File: src/rtl/ps2_pkg.sv
// Shared definitions for the PS/2 mouse host: controller state encoding,
// PS/2 protocol byte constants and the odd-parity helper used on both the
// transmit and receive paths.
package ps2_pkg;

   typedef enum logic [2:0] {
      StInhibit = 3'd0,
      StReq     = 3'd1,
      StTx      = 3'd2,
      StTxAck   = 3'd3,
      StWaitAck = 3'd4,
      StStream  = 3'd5,
      StWaitId  = 3'd6
   } ps2_state_e;

   localparam logic [7:0] PS2_CMD_ENABLE = 8'hF4;  // Enable Data Reporting
   localparam logic [7:0] PS2_ACK        = 8'hFA;
   localparam logic [7:0] PS2_BAT_OK     = 8'hAA;  // self-test passed (hot-plug)

   // PS/2 uses odd parity: the parity bit makes the total count of ones odd.
   function automatic logic odd_parity(input logic [7:0] d);
      return ~^d;
   endfunction

endpackage

File: src/rtl/ps2mouse_host_if.sv
// Bundle of the PS/2 pin-level signals and the decoder-facing byte stream.
//   ps2clk_in / ps2dat_in   raw pin levels (into the host)
//   ps2clk_oe / ps2dat_oe   open-drain pull-low enables (out of the host)
//   data / data_valid       received stream byte and its one-cycle strobe
//   frame_error             one-cycle strobe on a bad frame or bit timeout
//   init_done               high while the host is streaming
// master = the host controller, slave = the pins/decoder side.
interface ps2mouse_host_if;

   logic       ps2clk_in;
   logic       ps2dat_in;
   logic       ps2clk_oe;
   logic       ps2dat_oe;
   logic [7:0] data;
   logic       data_valid;
   logic       frame_error;
   logic       init_done;

   modport master (
      input  ps2clk_in,
      input  ps2dat_in,
      output ps2clk_oe,
      output ps2dat_oe,
      output data,
      output data_valid,
      output frame_error,
      output init_done
   );

   modport slave (
      output ps2clk_in,
      output ps2dat_in,
      input  ps2clk_oe,
      input  ps2dat_oe,
      input  data,
      input  data_valid,
      input  frame_error,
      input  init_done
   );

endinterface

File: src/rtl/ps2_line_filter.sv
// Conditions one raw PS/2 pin: 2-FF synchronizer followed by a glitch filter.
//   clk, rst_n   system clock, asynchronous active-low reset
//   pin_i        raw pin level
//   level_o      filtered level (idles high, like an undriven PS/2 line)
//   fall_o       one-cycle pulse in the first cycle level_o reads 0 after 1
// The filtered level only follows the synchronized sample after FILTER_LEN
// consecutive samples that differ from the current filtered level.
module ps2_line_filter #(
   parameter int unsigned FILTER_LEN = 8
) (
   input  logic clk,
   input  logic rst_n,
   input  logic pin_i,
   output logic level_o,
   output logic fall_o
);

   localparam int unsigned     CntW    = $clog2(FILTER_LEN + 1);
   localparam logic [CntW-1:0] CntLast = CntW'(FILTER_LEN - 1);

   logic            sync1_q, sync2_q;
   logic            level_q, level_d;
   logic            fall_q, fall_d;
   logic [CntW-1:0] cnt_q, cnt_d;

   always_comb begin
      level_d = level_q;
      fall_d  = 1'b0;
      cnt_d   = '0;
      if (sync2_q != level_q) begin
         if (cnt_q == CntLast) begin
            level_d = sync2_q;
            fall_d  = ~sync2_q;
         end else begin
            cnt_d = cnt_q + 1'b1;
         end
      end
   end

   always_ff @(posedge clk or negedge rst_n) begin
      if (!rst_n) begin
         sync1_q <= 1'b1;
         sync2_q <= 1'b1;
         level_q <= 1'b1;
         fall_q  <= 1'b0;
         cnt_q   <= '0;
      end else begin
         sync1_q <= pin_i;
         sync2_q <= sync1_q;
         level_q <= level_d;
         fall_q  <= fall_d;
         cnt_q   <= cnt_d;
      end
   end

   assign level_o = level_q;
   assign fall_o  = fall_q;

endmodule

File: src/rtl/ps2mouse_host.sv
// PS/2 mouse host line interface feeding the Kempston packet decoder.
//   clk, rst_n   system clock, asynchronous active-low reset
//   bus          ps2mouse_host_if.master: pins in, open-drain enables out,
//                received byte stream, frame_error and init_done out
// After reset the bus is inhibited, 0xF4 is sent and 0xFA awaited; then every
// good frame is forwarded with a one-cycle data_valid. A 0xAA report (hot-plug)
// swallows the following ID byte and restarts the initialisation.
module ps2mouse_host
   import ps2_pkg::*;
#(
   parameter int unsigned FILTER_LEN     = 8,
   parameter int unsigned INHIBIT_CYCLES = 2800,
   parameter int unsigned TIMEOUT_CYCLES = 56000
) (
   input  logic            clk,
   input  logic            rst_n,
   ps2mouse_host_if.master bus
);

   localparam int unsigned     InhW    = $clog2(INHIBIT_CYCLES + 1);
   localparam int unsigned     TmoW    = $clog2(TIMEOUT_CYCLES + 1);
   localparam logic [InhW-1:0] InhLast = InhW'(INHIBIT_CYCLES - 1);
   localparam logic [TmoW-1:0] TmoLast = TmoW'(TIMEOUT_CYCLES - 1);

   ps2_state_e      state_q, state_d;
   logic [3:0]      bit_cnt_q, bit_cnt_d;
   logic [9:0]      shift_q, shift_d;
   logic [InhW-1:0] inh_cnt_q, inh_cnt_d;
   logic [TmoW-1:0] tmo_q, tmo_d;
   logic            clk_oe_q, clk_oe_d;
   logic            dat_oe_q, dat_oe_d;
   logic [7:0]      data_q, data_d;
   logic            data_valid_q, data_valid_d;
   logic            frame_error_q, frame_error_d;
   logic            init_done_q, init_done_d;

   logic clk_lvl, clk_fall, dat_lvl, dat_fall;
   logic unused_filter_out;

   ps2_line_filter #(
      .FILTER_LEN (FILTER_LEN)
   ) u_clk_filter (
      .clk     (clk),
      .rst_n   (rst_n),
      .pin_i   (bus.ps2clk_in),
      .level_o (clk_lvl),
      .fall_o  (clk_fall)
   );

   ps2_line_filter #(
      .FILTER_LEN (FILTER_LEN)
   ) u_dat_filter (
      .clk     (clk),
      .rst_n   (rst_n),
      .pin_i   (bus.ps2dat_in),
      .level_o (dat_lvl),
      .fall_o  (dat_fall)
   );

   assign unused_filter_out = clk_lvl ^ dat_fall;

   logic       rx_state, tmr_run, tmo_hit, frame_done, frame_good;
   logic [7:0] rx_byte;

   assign rx_state = state_q inside {StWaitAck, StStream, StWaitId};
   // Timer runs while a frame is in flight, and also while the device owes us
   // clocks or a reply during initialisation.
   assign tmr_run  = (state_q inside {StTx, StTxAck, StWaitAck, StWaitId}) ||
                     (bit_cnt_q != 4'd0);
   // A fall in the expiry cycle counts as a bit, not a timeout.
   assign tmo_hit  = tmr_run && !clk_fall && (tmo_q == TmoLast);

   // shift_q after 10 falls: [0]=start, [8:1]=D7..D0, [9]=parity; stop is live.
   assign frame_done = rx_state && clk_fall && (bit_cnt_q == 4'd10);
   assign rx_byte    = shift_q[8:1];
   assign frame_good = ~shift_q[0] & dat_lvl & (shift_q[9] == odd_parity(rx_byte));

   always_comb begin
      state_d       = state_q;
      bit_cnt_d     = bit_cnt_q;
      shift_d       = shift_q;
      inh_cnt_d     = '0;
      tmo_d         = '0;
      dat_oe_d      = 1'b0;
      data_d        = data_q;
      data_valid_d  = 1'b0;
      frame_error_d = 1'b0;

      if (tmr_run && !clk_fall && !tmo_hit) begin
         tmo_d = tmo_q + 1'b1;
      end

      if (rx_state) begin
         if (clk_fall) begin
            if (bit_cnt_q == 4'd10) begin
               bit_cnt_d     = 4'd0;
               frame_error_d = ~frame_good;
            end else begin
               bit_cnt_d = bit_cnt_q + 1'b1;
               shift_d   = {dat_lvl, shift_q[9:1]};
            end
         end else if (tmo_hit && (bit_cnt_q != 4'd0)) begin
            bit_cnt_d     = 4'd0;
            frame_error_d = 1'b1;
         end
      end

      unique case (state_q)
         StInhibit: begin
            bit_cnt_d = 4'd0;
            // Count only once the clock line is actually held low, so the
            // hold time is exact both out of reset and on a retry.
            if (clk_oe_q) begin
               if (inh_cnt_q == InhLast) begin
                  state_d  = StReq;
                  dat_oe_d = 1'b1;
               end else begin
                  inh_cnt_d = inh_cnt_q + 1'b1;
               end
            end
         end
         StReq: begin
            dat_oe_d = 1'b1;  // start bit stays on the line until the first fall
            state_d  = StTx;
         end
         StTx: begin
            dat_oe_d = dat_oe_q;
            if (clk_fall) begin
               bit_cnt_d = bit_cnt_q + 1'b1;
               if (bit_cnt_q < 4'd8) begin
                  dat_oe_d = ~PS2_CMD_ENABLE[bit_cnt_q[2:0]];
               end else if (bit_cnt_q == 4'd8) begin
                  dat_oe_d = ~odd_parity(PS2_CMD_ENABLE);
               end else begin
                  dat_oe_d  = 1'b0;  // stop bit: release the line
                  bit_cnt_d = 4'd0;
                  state_d   = StTxAck;
               end
            end else if (tmo_hit) begin
               dat_oe_d  = 1'b0;
               bit_cnt_d = 4'd0;
               state_d   = StInhibit;
            end
         end
         StTxAck: begin
            if (clk_fall) begin
               state_d = dat_lvl ? StInhibit : StWaitAck;
            end else if (tmo_hit) begin
               state_d = StInhibit;
            end
         end
         StWaitAck: begin
            if (frame_done) begin
               state_d = (frame_good && (rx_byte == PS2_ACK)) ? StStream : StInhibit;
            end else if (tmo_hit) begin
               state_d = StInhibit;
            end
         end
         StStream: begin
            if (frame_done && frame_good) begin
               if (rx_byte == PS2_BAT_OK) begin
                  state_d = StWaitId;
               end else begin
                  data_d       = rx_byte;
                  data_valid_d = 1'b1;
               end
            end
         end
         StWaitId: begin
            if ((frame_done && frame_good) || tmo_hit) begin
               state_d = StInhibit;
            end
         end
         default: begin
            state_d = StInhibit;
         end
      endcase

      clk_oe_d    = (state_d == StInhibit);
      init_done_d = (state_d == StStream);
   end

   always_ff @(posedge clk or negedge rst_n) begin
      if (!rst_n) begin
         state_q       <= StInhibit;
         bit_cnt_q     <= 4'd0;
         shift_q       <= '0;
         inh_cnt_q     <= '0;
         tmo_q         <= '0;
         clk_oe_q      <= 1'b0;
         dat_oe_q      <= 1'b0;
         data_q        <= 8'h00;
         data_valid_q  <= 1'b0;
         frame_error_q <= 1'b0;
         init_done_q   <= 1'b0;
      end else begin
         state_q       <= state_d;
         bit_cnt_q     <= bit_cnt_d;
         shift_q       <= shift_d;
         inh_cnt_q     <= inh_cnt_d;
         tmo_q         <= tmo_d;
         clk_oe_q      <= clk_oe_d;
         dat_oe_q      <= dat_oe_d;
         data_q        <= data_d;
         data_valid_q  <= data_valid_d;
         frame_error_q <= frame_error_d;
         init_done_q   <= init_done_d;
      end
   end

   assign bus.ps2clk_oe   = clk_oe_q;
   assign bus.ps2dat_oe   = dat_oe_q;
   assign bus.data        = data_q;
   assign bus.data_valid  = data_valid_q;
   assign bus.frame_error = frame_error_q;
   assign bus.init_done   = init_done_q;

endmodule

File: src/flat_wrapper.sv
// flat-port wrapper written by rule: the top's interface ports become plain ports
module ps2mouse_host_flat import ps2_pkg::*;
#(
   parameter int unsigned FILTER_LEN     = 8,
   parameter int unsigned INHIBIT_CYCLES = 2800,
   parameter int unsigned TIMEOUT_CYCLES = 56000
)
  (clk, rst_n, bus_ps2clk_in, bus_ps2dat_in, bus_ps2clk_oe, bus_ps2dat_oe, bus_data, bus_data_valid, bus_frame_error, bus_init_done);
  ps2mouse_host_if bus_i ();
  input  logic clk;
  input  logic rst_n;
  input wire logic [$bits(bus_i.ps2clk_in)-1:0] bus_ps2clk_in;
  input wire logic [$bits(bus_i.ps2dat_in)-1:0] bus_ps2dat_in;
  output wire logic [$bits(bus_i.ps2clk_oe)-1:0] bus_ps2clk_oe;
  output wire logic [$bits(bus_i.ps2dat_oe)-1:0] bus_ps2dat_oe;
  output wire logic [$bits(bus_i.data)-1:0] bus_data;
  output wire logic [$bits(bus_i.data_valid)-1:0] bus_data_valid;
  output wire logic [$bits(bus_i.frame_error)-1:0] bus_frame_error;
  output wire logic [$bits(bus_i.init_done)-1:0] bus_init_done;
  assign bus_i.ps2clk_in = bus_ps2clk_in;
  assign bus_i.ps2dat_in = bus_ps2dat_in;
  assign bus_ps2clk_oe = bus_i.ps2clk_oe;
  assign bus_ps2dat_oe = bus_i.ps2dat_oe;
  assign bus_data = bus_i.data;
  assign bus_data_valid = bus_i.data_valid;
  assign bus_frame_error = bus_i.frame_error;
  assign bus_init_done = bus_i.init_done;
  ps2mouse_host #(.FILTER_LEN(FILTER_LEN), .INHIBIT_CYCLES(INHIBIT_CYCLES), .TIMEOUT_CYCLES(TIMEOUT_CYCLES)) u_core (.clk(clk), .rst_n(rst_n), .bus(bus_i));
endmodule
File: config.mk
export PLATFORM = sky130hd
export DESIGN_NAME = ps2mouse_host_flat
export DESIGN_NICKNAME = d
export VERILOG_FILES = /design/src/rtl/ps2_pkg.sv /design/src/rtl/ps2mouse_host_if.sv /design/src/rtl/ps2_line_filter.sv /design/src/rtl/ps2mouse_host.sv /design/src/flat_wrapper.sv
export SDC_FILE = /design/constraint.sdc
export NUM_CORES = 1
export LEC_CHECK = 0
export CORE_AREA = 2 2 99 101
export DETAILED_ROUTE_END_ITERATION = 12
export DIE_AREA = 0 0 101 103
export SLEW_MARGIN = 20
export SYNTH_ARGS = -nofsm -noshare
export SYNTH_HDL_FRONTEND = slang
export SYNTH_SLANG_ARGS = --single-unit
File: constraint.sdc
create_clock -name clk -period 7.2 [get_ports clk]
set_clock_uncertainty 0.05 [all_clocks]
set_input_delay 1.44 -clock clk [delete_from_list [all_inputs] [get_ports clk]]
set_output_delay 1.44 -clock clk [all_outputs]
set_load 0.02 [all_outputs]
==> results of run 1 <==
-- sequential cells by signal, summed over array words and instances, names as in the netlist --
name                         flops
u_core.bit_cnt_q                 4
u_core.u_dat_filter.cnt_q        4
u_core.u_dat_filter.sync2_q      1
u_core.shift_q                  10
u_core.u_clk_filter.sync2_q      1
u_core.bus.frame_error           1
u_core.bus.data_valid            1
u_core.u_dat_filter.sync1_q      1
u_core.bus.data                  8
u_core.u_clk_filter.cnt_q        4
u_core.tmo_q                    16
u_core.bus.ps2dat_oe             1
u_core.state_q                   3
u_core.u_clk_filter.level_o      1
u_core.inh_cnt_q                12
u_core.u_dat_filter.level_o      1
u_core.u_clk_filter.fall_o       1
u_core.u_clk_filter.sync1_q      1
u_core.bus.init_done             1
u_core.bus.ps2clk_oe             1
-- cell families after synthesis --
| family | Yosys count | synth area share, % |
|---|---|---|
| buf+inv | 28 | 3.14 |
| mux | 16 | 4.97 |
| compound gates | 44 | 7.79 |
| flops | 73 | 50.6 |
| xor+xnor | 29 | 7.38 |
| fa+ha+maj | 13 | 4.48 |
| simple gates | 147 | 21.7 |
-- metrics by stage --
| stage | util, % | setup slack, ns |
|---|---|---|
| 3_5_place_dp | 41.0 | 4.26 |
| 3_3_place_gp | 41.0 | 4.29 |
| 5_1_grt | 43.4 | 4.12 |
| 2_1_floorplan | - | 4.76 |
| 6_report | 43.4 | 4.26 |
| 4_1_cts | 43.4 | 4.25 |
-- Yosys cell counts (7+ instances only) --
cell type / instances / share of area [%]
xor2_1: 10 / 2.4
nor2b_1: 9 / 1.6
clkbuf_1: 7 / 0.72
o21ai_0: 15 / 2.1
inv_1: 16 / 1.7
nand4_1: 9 / 1.6
dfrtp_1: 67 / 46
xnor2_1: 18 / 4.3
ha_1: 13 / 4.5
a21oi_1: 8 / 1.1
nor2_1: 41 / 4.2
nand3_1: 17 / 2.3
mux2_2: 16 / 5.0
nor3_1: 7 / 0.97
nand2_1: 27 / 2.8
-- worst register-to-register path: stages, from the launching register on --
cell	delay (ns)
dfrtp_1	0.42
ha_1	0.28
xnor3_1	0.39
xnor2_1	0.19
or3_1	0.42
nor3b_2	0.66
mux2_2	0.41
-- path summary, 6_finish.rpt --
kind,startpoint,end,slack [ns],cells past startpoint
worst max-delay path,u_core.shift_q[4],u_core.bus.data[0],4.26,6
worst min-delay path,u_core.u_clk_filter.sync1_q,u_core.u_clk_filter.sync2_q,0.31,0
worst max register to register,u_core.shift_q[4],u_core.bus.data[0],4.26,6
worst min register to register,u_core.u_clk_filter.sync1_q,u_core.u_clk_filter.sync2_q,0.31,0
max in group asynchronous,rst_n,u_core.tmo_q[8],5.31,1
min in group asynchronous,rst_n,u_core.bit_cnt_q[0],1.15,1
-- area by class of cell --
class	instances	area (µm²)
multi-input cells	249	1680
flip-flops and latches	73	1830
inverters	16	60.1
clock buffers	10	138
well taps	114	143
clock inverters	6	90.1
repair buffers	16	158
fillers	900	5360
-- power by group through the flow --
stage	clock network (mW)	registers [mW]	logic [mW]
global route	0.398	0.454	0.0592
CTS	0.380	0.451	0.0522
detailed placement	0	0.458	0.0515
global placement	0	0.457	0.0501
floorplan	0	0.454	0.0362
finish	0.365	0.450	0.0503
-- per-layer routing --
layer / track usage [%] / up-vias / part of all wire [%] / wire (µm)
met2: 23.6 / 43 / 47 / 3190
met3: 4.68 / 6 / 3.4 / 232
met4: 4.57 / 0 / 0.98 / 66
li1: - / 1241 / - / -
met1: 18.4 / 1198 / 48 / 3270
met5: 0 / - / 0 / 0
==> impl_metrics.ini, run 1 <==
[setup_path]
critPathMaxFanout = 9
critPathLaunchType = flop
crit_family = simple AND/OR/NAND/NOR gates
required_ns = 7.38
worstPathCellList = ha_1 -> xnor3_1 -> xnor2_1 -> or3_1 -> nor3b_2 -> mux2_2
critPathKind = reg2reg
crit_path_end_kind = flop
slowest_stage = nor3b_2
crit_arrival_ns = 3.11
max_stage_delay_ns = 0.66
path_buf_inv = 0

[sta]
setup_tns_ns = 0
slew_viol_final = 0
tightest_slew_ns = 0.925
fin_crit_sh_pct = 40.8
max_freq_ghz = 0.340
slew_headroom_pct = 38.3
holdWs_ns = 0.308
rsz0062_at_grt = no
setup_viol = 0
period_needed_ns = 2.94
hold_viol = 0

[global_route]
antenna_found_initial = 0
grt_max_degree = 74
grt_overflow = 0
track_usage_pct = 14.5
grt_pass1_vias = 2481
grt_pass1_wl_mm = 11.7

[synth]
yosysSeqAreaShare_pct = 50.6
syn_inst = 350
async_reset_ff_share_pct = 100
ys_warn_count = 0
syn_area_per_cell_um2 = 10.4
synthFlopType = dfrtp_1
ys_ff_latch = 73
ys_types = 54
synth_edf_count = 0
synthesis.nets = 367
netlist_area_um2 = 3630

[clock_network]
clk_latency_ns = 0.34
cts-root-buf = clkbuf_8
path_clk_slew_ns = 0.08
h-tree-depth = 3
postCtsSetupRepairBufs = 0
cts_resized = 0
cts_buffers = 9
cts_tree = yes
clk_path_buf_depth = 2
holdBufCountCts = 0
cts.sinks = 73

[floorplanning]
start_util_pct = 38.4
die_w_um = 101
io_pins = 17
core_um2 = 9460
rows = 36
dieArea_um2 = 10400
die_height_um = 103

[power]
seqPwrFrac_pct = 52.0
fin_total_pwr_mw = 0.866
peakVddDrop_uv = 116
power_switching_mw = 0.202
p_clk_share_pct = 42.2
p_leak_nw = 1.76
pwr-share-comb_pct = 5.8
p_int_mw = 0.663
power.share.switching_pct = 23.4
power_density_nw_per_um2 = 211

[cells_and_area]
instances_no_fill = 484
final_cell_mix = dfrtp_1 (67), nor2_1 (41), nand2_1 (27)
finish.instance_area_um2 = 4100
final_common_cell = dfrtp_1
area_delta_synth_final_pct = 13.1
diodes = 0
drive_above_1_share_pct = 12.7
final_nets = 382

[placement]
place_hpwl_mm = 4.41
gp_congestion = 0.844
dp_cells = 468
portBuffers = 16
postPlaceCellArea_um2 = 3870

[detailed_routing]
drtAntennaViolNets = 0
remaining_drc_errors = 0
drt_iter0_drc = 80
first_pass_iters = 4
vias = 2488
wl_per_cell_um = 14.0
routed_via_density = 5.14
wirelength_mm = 6.76

[job]
maxCapViolations = 0

[hold_path]
hold_path_class = reg2reg

[status]
status = complete, no violations
Note: power is estimated with default switching activity, not from simulation.
==> run 2, diff against run 1 <==
clock period = 3 ns   (was 7.2 ns; I/O delays follow)
==> impl_metrics.ini, run 2 (synthesis gave the netlist of run 1 again) <==
[floorplanning]
die_height_um = 103
core_um2 = 9460
rows = 36
start_util_pct = 38.4
io_pins = 17
die_w_um = 101
dieArea_um2 = 10400

[global_route]
grt_pass1_wl_mm = 11.8
antenna_found_initial = 0
track_usage_pct = 14.5
grt_pass1_vias = 2487
grt_max_degree = 74
grt_overflow = 0

[clock_network]
clk_latency_ns = 0.35
h-tree-depth = 3
cts_buffers = 9
cts_tree = yes
cts.sinks = 73
cts-root-buf = clkbuf_8
cts_resized = 0
clk_path_buf_depth = 2
postCtsSetupRepairBufs = 0
holdBufCountCts = 0
path_clk_slew_ns = 0.08

[sta]
rsz0062_at_grt = no
setup_viol = 0
setup_tns_ns = 0
fin_crit_sh_pct = 87.5
slew_headroom_pct = 40.2
setup_slack_ns = 0.376
slew_viol_final = 0
tightest_slew_ns = 0.898
period_needed_ns = 2.62
max_freq_ghz = 0.381
hold_viol = 0

[power]
p_int_mw = 1.57
p_clk_share_pct = 41.4
fin_total_pwr_mw = 2.05
seqPwrFrac_pct = 52.7
pwr-share-comb_pct = 5.9
power_switching_mw = 0.481
peakVddDrop_uv = 268
p_leak_nw = 1.76
power.share.switching_pct = 23.5
power_density_nw_per_um2 = 499

[setup_path]
r2r-end = u_core.bus.data[7]
critPathKind = reg2reg
required_ns = 3.18
reg2reg_slack_ns = 0.38
r2r_start = u_core.shift_q[3]
crit_arrival_ns = 2.80
critPathMaxFanout = 9
startpoint = u_core.shift_q[3]
r2r.worst_path.cells = 8
crit_path_end_kind = flop
crit_end = u_core.bus.data[7]
critPathLaunchType = flop

[detailed_routing]
wirelength_mm = 6.69
first_pass_iters = 4
drtAntennaViolNets = 0
wl_per_cell_um = 13.8
routed_via_density = 5.21
vias = 2527
drt_iter0_drc = 72
remaining_drc_errors = 0

[cells_and_area]
diodes = 0
drive_above_1_share_pct = 12.9
final_cell_mix = dfrtp_1 (67), nor2_1 (41), nand2_1 (27)
area_delta_synth_final_pct = 13.0
multi_input_area_um2 = 1680
finish.instance_area_um2 = 4100
final_common_cell = dfrtp_1
final_nets = 383
largest_reg_flops = 16
fill_cells = 894
regMostFlops = u_core.tmo_q
regArea_um2 = 1830
reg_top3 = u_core.tmo_q: 16 flops, u_core.inh_cnt_q: 12 flops, u_core.shift_q: 10 flops

[placement]
postPlaceCellArea_um2 = 3880
place_hpwl_mm = 4.44
portBuffers = 16
pre_cts_ws_ns = 0.395
gp_congestion = 0.829

[status]
status = complete, no violations

[job]
maxCapViolations = 0

[hold_path]
hold_path_class = reg2reg
## run 2: layout make-up
cell class                 instances  share of cell area [%]
clock buffer                       9                    3.02
clock inverter                     7                    2.32
multi-input combinational        249                    41.0
inverter                          16                    1.46
tap                              114                    3.48
sequential                        73                    44.7
timing repair buffer              17                    4.03
## run 2: per-layer routing
layer / share of wire (%) / vias to the layer above / track usage (%)
met5: 0 / - / 0
met4: 1.5 / 0 / 4.89
li1: - / 1243 / -
met1: 49 / 1235 / 19.7
met3: 3.6 / 8 / 4.34
met2: 46 / 41 / 22.3
## run 2: worst min-delay path by stage
stage / cells after the start / slack, ns / endpoint / startpoint
finish: 0 / 0.31 / u_core.u_clk_filter.sync2_q / u_core.u_clk_filter.sync1_q
CTS: 0 / 0.31 / u_core.u_clk_filter.sync2_q / u_core.u_clk_filter.sync1_q
detailed placement: 0 / 0.30 / u_core.u_clk_filter.sync2_q / u_core.u_clk_filter.sync1_q
global placement: 0 / 0.30 / u_core.u_clk_filter.sync2_q / u_core.u_clk_filter.sync1_q
floorplan: 0 / 0.25 / u_core.bit_cnt_q[0] / rst_n
global route: 0 / 0.32 / u_core.u_clk_filter.sync2_q / u_core.u_clk_filter.sync1_q
## run 2: power groups by stage
stage                     clock network [mW]  logic [mW]  registers (mW)
final                                  0.848       0.120            1.08
after global routing                   0.922       0.143            1.09
after CTS                              0.885       0.124            1.08
after detailed placement                   0       0.123            1.10
after global placement                     0       0.120            1.10
after floorplan                            0      0.0868            1.09
## run 2: worst max-delay path, stage by stage, from the launching register on
cell	delay (ns)
dfrtp_1	0.37
inv_1	0.06
ha_1	0.27
xnor3_1	0.39
xnor2_1	0.19
or3_1	0.43
nor3b_2	0.19
buf_4	0.20
mux2_2	0.35
## run 2: metrics by stage
step                      utilization (%)  instances  hold slack [ns]
final                                43.4        485            0.308
after global routing                 43.4        485            0.316
after CTS                            43.4        485            0.308
after detailed placement             41.0        469            0.297
after global placement               41.0        469            0.297
after floorplan                         -        350            0.254
==> run 3, diff against run 2 <==
PLACE_DENSITY = 0.55   (was not set)
==> impl_metrics.ini, run 3 (synthesis gave the netlist of run 1 again) <==
[detailed_routing]
first_pass_iters = 4
drt_iter0_drc = 98
vias = 2467
wl_per_cell_um = 13.6
wirelength_mm = 6.59
drtAntennaViolNets = 0
remaining_drc_errors = 0
routed_via_density = 5.10

[sta]
rsz0062_at_grt = no
max_freq_ghz = 0.383
setup_tns_ns = 0
slew_headroom_pct = 39.2
setup_viol = 0
hold_viol = 0
fin_crit_sh_pct = 87.0
tightest_slew_ns = 0.912
slew_viol_final = 0
period_needed_ns = 2.61

[clock_network]
cts_tree = yes
path_clk_slew_ns = 0.07
holdBufCountCts = 0
cts-root-buf = clkbuf_8
cts_buffers = 9
postCtsSetupRepairBufs = 0
cts.sinks = 73
clk_path_buf_depth = 2
cts_resized = 0
h-tree-depth = 3
clk_latency_ns = 0.34

[setup_path]
reg2reg_slack_ns = 0.39
r2r.worst_path.cells = 8
crit_path_end_kind = flop
critPathLaunchType = flop
critPathMaxFanout = 9
r2r-end = u_core.bus.data[4]
required_ns = 3.18
critPathKind = reg2reg
crit_arrival_ns = 2.79
r2r_start = u_core.shift_q[1]

[floorplanning]
core_um2 = 9460
io_pins = 17
dieArea_um2 = 10400
rows = 36
die_height_um = 103
start_util_pct = 38.4
die_w_um = 101

[cells_and_area]
final_common_cell = dfrtp_1
final_cell_mix = dfrtp_1 (67), nor2_1 (41), nand2_1 (27)
diodes = 0
largest_reg_flops = 16
area_delta_synth_final_pct = 11.3
fill_cells = 902
reg_top3 = u_core.tmo_q: 16 flops, u_core.inh_cnt_q: 12 flops, u_core.shift_q: 10 flops
final_nets = 383
regMostFlops = u_core.tmo_q
drive_above_1_share_pct = 12.2

[global_route]
grt_pass1_vias = 2430
antenna_found_initial = 0
track_usage_pct = 14.1
grt_max_degree = 74
grt_pass1_wl_mm = 11.4
grt_overflow = 0

[power]
p_leak_nw = 1.74
peakVddDrop_uv = 281
fin_total_pwr_mw = 1.83
power_density_nw_per_um2 = 454

[placement]
portBuffers = 16
place_hpwl_mm = 4.45
gp_congestion = 0.813

[hold_path]
hold_path_class = in2async

[status]
status = complete, no violations

[job]
maxCapViolations = 0
run 3: final cells by class:
cell class | instances | area [µm²] | share of cell area, %
clock buffer | 11 | 131 | 3.25
clock inverter | 4 | 23.8 | 0.589
inverter | 16 | 60.1 | 1.49
multi-input combinational | 249 | 1680 | 41.6
sequential | 73 | 1830 | 45.4
tap | 114 | 143 | 3.53
timing repair buffer | 17 | 165 | 4.09
run 3: per-layer routing:
layer | GRT usage (%) | part of all wire (%)
met1 | 18.2 | 48
met2 | 22.7 | 47
met4 | 5.61 | 1.5
met3 | 3.93 | 3.5
met5 | 0 | 0
run 3: worst max path at each step:
stage                            from                  to  slack [ns]  cells past startpoint
finish              u_core.shift_q[1]  u_core.bus.data[4]        0.39                      8
global route        u_core.shift_q[3]  u_core.bus.data[4]        0.27                      8
CTS                 u_core.shift_q[1]  u_core.bus.data[4]        0.37                      8
detailed placement  u_core.shift_q[1]  u_core.bus.data[4]        0.39                      8
global placement    u_core.shift_q[4]  u_core.bus.data[1]        0.44                      7
floorplan           u_core.shift_q[4]  u_core.bus.data[0]        0.56                      7
run 3: through the flow:
| stage | setup WS, ns | std cells | util, % | hold WS, ns | cell area [µm²] |
|---|---|---|---|---|---|
| after floorplan | 0.559 | 350 | - | 0.254 | 3630 |
| after global placement | 0.440 | 469 | 41.0 | 0.298 | 3880 |
| after detailed placement | 0.388 | 469 | 41.0 | 0.300 | 3880 |
| after CTS | 0.375 | 484 | 42.7 | 0.311 | 4040 |
| after global routing | 0.270 | 484 | 42.7 | 0.317 | 4040 |
| final | 0.391 | 484 | 42.7 | 0.309 | 4040 |
run 3: critical path: stages (launching register included):
cell	delay [ns]
dfrtp_1	0.37
inv_1	0.06
ha_1	0.31
xnor3_1	0.36
xnor2_1	0.19
or3_1	0.43
nor3b_2	0.19
buf_4	0.19
mux2_2	0.35
run 3: where the power goes:
group          total [mW]  internal [mW]  switching (mW)
clock network       0.637          0.293           0.343
logic               0.119         0.0578          0.0615
registers            1.08           1.04          0.0385
total                1.83           1.39           0.443
